--- config.mk ---
export PLATFORM = sky130hd
export DESIGN_NAME = alu_divider
export DESIGN_NICKNAME = d
export VERILOG_FILES = /design/src/rtl/alu_divider.sv
export SDC_FILE = /design/constraint.sdc
export NUM_CORES = 1
export LEC_CHECK = 0
export ABC_AREA = 1
export CAP_MARGIN = 20
export CELL_PAD_IN_SITES_DETAIL_PLACEMENT = 1
export CELL_PAD_IN_SITES_GLOBAL_PLACEMENT = 1
export CORE_MARGIN = 4
export CORE_UTILIZATION = 45
export DETAILED_ROUTE_END_ITERATION = 16
export HOLD_SLACK_MARGIN = 0.1
export MAX_ROUTING_LAYER = met4
export PLACE_DENSITY_LB_ADDON = 0.1
export SYNTH_ARGS = -nofsm -noshare
export SYNTH_HDL_FRONTEND = slang
export SYNTH_SLANG_ARGS = --single-unit
--- constraint.sdc ---
create_clock -name clk -period 6.7 [get_ports clk]
set_clock_uncertainty 0.15 [all_clocks]
set_input_delay 1.005 -clock clk [delete_from_list [all_inputs] [get_ports clk]]
set_output_delay 1.005 -clock clk [all_outputs]
set_load 0.05 [all_outputs]
--- src/rtl/alu_divider.sv ---
// Iterative radix-2 restoring divider: one quotient bit per cycle, signed operands
// handled as magnitudes with a sign fix-up cycle at the end.
module alu_divider #(
    parameter int               WIDTH    = 32,
    parameter logic [WIDTH-1:0] DBZ_QUOT = '1
) (
    input  logic             clk,
    input  logic             reset_b,
    input  logic             start,
    input  logic             signed_op,
    input  logic [WIDTH-1:0] din_a,
    input  logic [WIDTH-1:0] din_b,
    output logic             busy,
    output logic             valid,
    output logic [WIDTH-1:0] quotient,
    output logic [WIDTH-1:0] remainder,
    output logic             dbz,
    output logic             vout
);
    localparam int               CW      = $clog2(WIDTH + 1);
    localparam logic [WIDTH-1:0] ONE     = {{(WIDTH-1){1'b0}}, 1'b1};
    localparam logic [WIDTH-1:0] MOST_NEG = {1'b1, {(WIDTH-1){1'b0}}};

    typedef enum logic [1:0] {IDLE, RUN, FIX} state_t;

    state_t           state_q, state_d;
    logic [CW-1:0]    cnt_q, cnt_d;
    logic [WIDTH-1:0] rem_q, rem_d;
    logic [WIDTH-1:0] dvd_q, dvd_d;
    logic [WIDTH-1:0] dvs_q, dvs_d;
    logic             qsign_q, qsign_d;
    logic             rsign_q, rsign_d;
    logic             sop_q, sop_d;
    logic             ovf_q, ovf_d;
    logic             dbzsel_q, dbzsel_d;
    logic             busy_q, busy_d;
    logic             valid_q, valid_d;
    logic [WIDTH-1:0] quot_q, quot_d;
    logic [WIDTH-1:0] rmd_q, rmd_d;
    logic             dbz_q, dbz_d;
    logic             vout_q, vout_d;

    logic [WIDTH-1:0] a_mag, b_mag;
    logic [WIDTH:0]   shifted;
    logic [WIDTH+1:0] trial;

    assign a_mag = (signed_op && din_a[WIDTH-1]) ? (~din_a + ONE) : din_a;
    assign b_mag = (signed_op && din_b[WIDTH-1]) ? (~din_b + ONE) : din_b;

    // Partial remainder is one bit wider before the subtract so large unsigned divisors fit.
    assign shifted = {rem_q, dvd_q[WIDTH-1]};
    assign trial   = {1'b0, shifted} - {2'b00, dvs_q};

    always_comb begin
        state_d  = state_q;
        cnt_d    = cnt_q;
        rem_d    = rem_q;
        dvd_d    = dvd_q;
        dvs_d    = dvs_q;
        qsign_d  = qsign_q;
        rsign_d  = rsign_q;
        sop_d    = sop_q;
        ovf_d    = ovf_q;
        dbzsel_d = dbzsel_q;
        busy_d   = busy_q;
        valid_d  = 1'b0;
        quot_d   = quot_q;
        rmd_d    = rmd_q;
        dbz_d    = dbz_q;
        vout_d   = vout_q;
        case (state_q)
            IDLE: begin
                if (start) begin
                    busy_d = 1'b1;
                    cnt_d  = '0;
                    rem_d  = '0;
                    sop_d  = signed_op;
                    if (din_b == '0) begin
                        dbzsel_d = 1'b1;
                        dvd_d    = din_a;
                        state_d  = FIX;
                    end else begin
                        dbzsel_d = 1'b0;
                        dvd_d    = a_mag;
                        dvs_d    = b_mag;
                        qsign_d  = din_a[WIDTH-1] ^ din_b[WIDTH-1];
                        rsign_d  = din_a[WIDTH-1];
                        ovf_d    = signed_op && (din_a == MOST_NEG) && (din_b == '1);
                        state_d  = RUN;
                    end
                end
            end
            RUN: begin
                rem_d = trial[WIDTH+1] ? shifted[WIDTH-1:0] : trial[WIDTH-1:0];
                dvd_d = {dvd_q[WIDTH-2:0], ~trial[WIDTH+1]};
                cnt_d = cnt_q + CW'(1);
                if (cnt_q == CW'(WIDTH - 1)) begin
                    state_d = FIX;
                end
            end
            FIX: begin
                valid_d = 1'b1;
                busy_d  = 1'b0;
                state_d = IDLE;
                if (dbzsel_q) begin
                    quot_d = DBZ_QUOT;
                    rmd_d  = dvd_q;
                    dbz_d  = 1'b1;
                    vout_d = 1'b0;
                end else begin
                    quot_d = (sop_q && qsign_q) ? (~dvd_q + ONE) : dvd_q;
                    rmd_d  = (sop_q && rsign_q) ? (~rem_q + ONE) : rem_q;
                    dbz_d  = 1'b0;
                    vout_d = ovf_q;
                end
            end
            default: state_d = IDLE;
        endcase
    end

    always_ff @(posedge clk or negedge reset_b) begin
        if (!reset_b) begin
            state_q  <= IDLE;
            cnt_q    <= '0;
            rem_q    <= '0;
            dvd_q    <= '0;
            dvs_q    <= '0;
            qsign_q  <= 1'b0;
            rsign_q  <= 1'b0;
            sop_q    <= 1'b0;
            ovf_q    <= 1'b0;
            dbzsel_q <= 1'b0;
            busy_q   <= 1'b0;
            valid_q  <= 1'b0;
            quot_q   <= '0;
            rmd_q    <= '0;
            dbz_q    <= 1'b0;
            vout_q   <= 1'b0;
        end else begin
            state_q  <= state_d;
            cnt_q    <= cnt_d;
            rem_q    <= rem_d;
            dvd_q    <= dvd_d;
            dvs_q    <= dvs_d;
            qsign_q  <= qsign_d;
            rsign_q  <= rsign_d;
            sop_q    <= sop_d;
            ovf_q    <= ovf_d;
            dbzsel_q <= dbzsel_d;
            busy_q   <= busy_d;
            valid_q  <= valid_d;
            quot_q   <= quot_d;
            rmd_q    <= rmd_d;
            dbz_q    <= dbz_d;
            vout_q   <= vout_d;
        end
    end

    assign busy      = busy_q;
    assign valid     = valid_q;
    assign quotient  = quot_q;
    assign remainder = rmd_q;
    assign dbz       = dbz_q;
    assign vout      = vout_q;
endmodule

---- Word level (Yosys, flattened, before mapping) ----
Cells that the tools add are included.
word-level totals
  output and inout port bits .............. 68
  flip-flop bits (word level) ............. 177
  bits of input ports ..................... 68
  word-level logic and storage cells ...... 75
cells by class
  multiplexer cells ....................... 24
  reductions and logical operators ........ 15
  bitwise logic cells ..................... 7
  equality and inequality tests ........... 7
  add/subtract/negate cells ............... 6
operator list
  cell                   number
  $mux 32                10
  $add 32x1->32 const B  4
  $not 32->32            4
  $pmux 32 s2            2
  $eq 32x32->1 const B   2
  $sub 33x32->34         1
  $logic_not 32->1       1
  $pmux 6 s2             1
  $reduce_and 2->1       4
  $add 6x1->6 const B    1
  $eq 6x5->1 const B     1
  $logic_and 1x1->1      6
  $mux 2                 3
  $mux 6                 1
  $mux 1                 5
  $ne 2x2->1 const B     2
  $pmux 2 s2             1
  $reduce_bool 2->1      2
  $reduce_and 3->1       1
  $eq 2x1->1 const B     1
  $eq 2x2->1 const B     1
  $logic_not 2->1        1
  $not 1->1              2
  $pmux 1 s2             1
  $xor 1x1->1            1

---- Depth between registers and ports, before layout ----
  word-level depth ........................ 6
  mapped depth ............................ 16
  depth with buffers taken out ............ 16

---- Worst setup path after synthesis ----
Ideal clock, no wire load.
  path type ............................... input port to flip-flop
  start ................................... input din_b[0]
  end ..................................... register dvd_q[23]
  data required time ...................... 6.433 ns
  data arrival time ....................... 2.246 ns
  stages .................................. 12
  setup time .............................. 0.117 ns
  path slack .............................. 4.188 ns
  buffers on the path ..................... 1
  cells stage by stage .................... inv_1 -> ha_1 -> nand2_2 -> nor2_4 -> nand3_2 -> nor2_4 -> nor2_2 -> buf_4 -> nand3_1 -> nand3_1 -> nand2_1 -> nand2_1
on the way
  cells in the longest elaborated chain, start to end .. 4
RTL lines
  element                 line  text
  start: declaration      12    input logic [WIDTH-1:0] din_b,
  $logic_not 32->1        78    if (din_b == '0) begin
  $mux 32                 78
  $mux 32                 73    if (start) begin
  $pmux 32 s2             71    case (state_q)
  end signal: assignment  143   dvd_q <= dvd_d;
  end: declaration        29    logic [WIDTH-1:0] dvd_q, dvd_d;
Every way passes these cells. The select of a mux whose other input is x is not followed.
A chain may end at the register's enable or synchronous reset.

---- Worst setup path in the final report ----
  start ................................... register state_q[0]
  end ..................................... register quot_q[26] (netlist: quotient[26])
on the way
  cells in the longest elaborated chain, start to end .. 1
RTL lines
  element                   line  text
  start: declaration        26    state_t state_q, state_d;
  start signal: assignment  140   state_q <= state_d;
  $eq 2x2->1                71
  end signal: assignment    152   quot_q <= quot_d;
  end: declaration          38    logic [WIDTH-1:0] quot_q, quot_d;
Every way passes these cells.

==> impl_metrics.yaml <==
min_path:
  min_to: "dvs_q[27]"
  hold_path_class: "flop to flop"
  hp-start: "dvs_q[27]"
  holdPathStages: 2
drt:
  finalWirelength_mm: 53.7
  antenna_left: 0
  firstDrtPassIters: 5
  drc: 0
  routedWlPerCell_um: 19.5
  vias_per_cell: 5.59
  drt_iter0_markers: 1316
  num_vias: 15400
clocking:
  tritoncts: "yes"
  clk_latency_ps: 470
  clk_pin_slew_worst_paths_ps: 80
  postCtsHoldBufs: 0
  cts.sinks: 177
  htreeDepth: 4
  cts_buffers: 17
  cts.path.max_buffers: 2
  post_cts_buffers: 0
  cts_resized: 0
  root_buffer: "clkbuf_16"
worst_setup_path:
  timing.rr.start: "state_q[0]"
  endpoint_kind: "flop"
  crit_type: "flop to flop"
  crit_required_ps: 6890
  r2r_setup_slack_ps: 3300
  worstPathMaxFanout: 39
  r2r_cells: 9
  crit_arrival_ps: 3590
  critPathLaunchType: "flop"
  rr_endpoint: "quotient[26]"
  crit_start: "state_q[0]"
synth:
  synth_compound_area_share_pct: 9.25
  synth-simple-area-share_pct: 40.4
  synthMuxAreaShare_pct: 0
  synth_top_area_share_pct: 31.4
  synth_top_family_by_area: "simple AND/OR/NAND/NOR gates"
  synthAdderAreaFrac_pct: 3.51
  synth_xor_area_share_pct: 3.78
  synth_seq_area_share_pct: 31.4
  synth_area_leader_cell: "dfrtp_1"
  synth_nets: 2346
  yosysWarnings: 0
  synth_cell_types: 51
  synth_seq_cells: 177
  synth-edff-count: 0
  synthTopCellsByArea: "dfrtp_1, nand2_1, inv_1, nand3_1, nor2_1"
  syn_area_per_cell_um2: 6.30
  synth_ff_type: "dfrtp_1"
  synth_area_um2: 14100
  ys_async_sr_fraction_pct: 100
  syn_inst: 2239
finish:
  ff_latch_area_um2: 4430
  final.fill_count: 4228
  final_common_cell: "nand2_1"
  postLayoutCellArea_um2: 16300
  final_cell_mix: "nand2_1, inv_1, nand3_1"
  layout-drive-gt1-share_pct: 4.25
  fin_cells: 2749
  multiInputGateArea_um2: 8050
  nNetsFinal: 2446
  area_growth_pct: 15.3
grt:
  antenna_found_initial: 1
  grt_max_degree: 78
  grt_pass1_wl_mm: 85.1
  grt-ovfl-total: 0
  grt_usage_pct: 32.3
  grt_pass1_vias: 15600
timing:
  tightest_slew_ps: 1080
  setup-tns-final_ps: 0
  min_period_over_period_pct: 50.8
  relSlewSlack_pct: 28.1
  slew_violations: 0
  setup_violations: 0
  period_minus_slack_ps: 3400
  max_freq_ghz: 0.294
  finalHoldViolCount: 0
  rsz0062_at_grt: "no"
power:
  clock_power_share_pct: 10.3
  vdd_drop_max_v: 0.000398
  switchingPower_w: 0.00562
  p_leak_nw: 8.21
  swShare_pct: 57.6
  powerDensity_nw_per_um2: 600
  power.internal_w: 0.00414
  pwr-share-seq_pct: 22.6
  comb_power_share_pct: 67.1
floorplanning:
  ioPinCount: 136
  die_height_um: 185
  core_area_um2: 30700
  die_w_um: 185
  die-area_um2: 34300
  rows: 64
  start_util_pct: 45.9
placed_design:
  dpl_cell_area_um2: 15700
  dpl.cell_count: 2715
  port-buffer-count: 135
  gp_congestion: 0.970
  place_hpwl_mm: 41.9
status:
  status: "completed"
run:
  maxCapViolCount: 0
[Yosys cell counts (all sizes together), types with 29 or more instances]
library cell and instances:
buf 34, nor3 29, o21ai 91, ha 38
nand4 34, clkbuf 31, xor2 39, dfrtp 177
nor2 208, nand2 783, a21oi 68, nand3 239
inv 335
[worst max-delay path: stages (launching register included)]
cell and delay (ps):
dfrtp_1 370, buf_4 270, nor2_2 150, buf_4 410, inv_2 400, nor2_4 580, buf_4 480, o211ai_1 180
o21ai_0 190, inv_1 70
[power by group through the flow]
stage | sequential (W) | combinational, W | clock [W]
5_1_grt | 0.00225 | 0.00726 | 0.00106
3_3_place_gp | 0.00218 | 0.00619 | 0
6_report | 0.00220 | 0.00655 | 0.00101
2_1_floorplan | 0.00259 | 0.00396 | 0
3_5_place_dp | 0.00219 | 0.00641 | 0
4_1_cts | 0.00218 | 0.00648 | 0.00101
[logic make-up (layout without fill, tap and decap cells)]
group	Yosys count	count (layout)
xor+xnor	61	61
fa+ha+maj	39	39
buf+inv	402	515
flops	177	177
other cells	0	1
simple gates	1333	1333
compound gates	227	227
[layout make-up]
type,instances,share of cell area [%]
multi-input combinational,1660,49.5
sequential,177,27.2
timing repair buffer,146,8.94
inverter,337,7.81
tap,396,3.05
clock buffer,17,2.61
clock inverter,15,0.861
antenna,1,0.0154
[flip-flops by register name, summed over array words and instances, names as in the netlist]
signal / count
busy: 1
cnt_q: 6
dbz: 1
dbzsel_q: 1
dvd_q: 32
dvs_q: 32
ovf_q: 1
qsign_q: 1
quotient: 32
rem_q: 32
remainder: 32
rsign_q: 1
sop_q: 1
state_q: 2
valid: 1
vout: 1
[worst max path at each step]
stage	to	slack [ps]
floorplan	dvd_q[23]	4190
global placement	dvs_q[30]	3210
detailed placement	rsign_q	3080
CTS	quotient[26]	3360
global route	quotient[26]	3060
finish	quotient[26]	3300
[metal layers]
metal	vias up	wire length, um	track usage (%)	share of wire (%)
li1	7293	-	-	-
met1	7473	24600	45.0	46
met2	497	24400	50.1	45
met3	100	3210	3.57	6.0
met4	0	1560	9.54	2.9
met5	-	0	-	0
[metrics by stage]
step           power (W)  hold slack (ps)  utilization (%)  setup WS, ps
6_report         0.00976              332             52.9          3300
5_1_grt           0.0106              358             52.9          3060
4_1_cts          0.00968              337             52.8          3360
3_5_place_dp     0.00860              318             51.0          3080
3_3_place_gp     0.00837              306             51.0          3210
2_1_floorplan    0.00655              299                -          4190
Note: power is estimated with default switching activity, not from simulation.
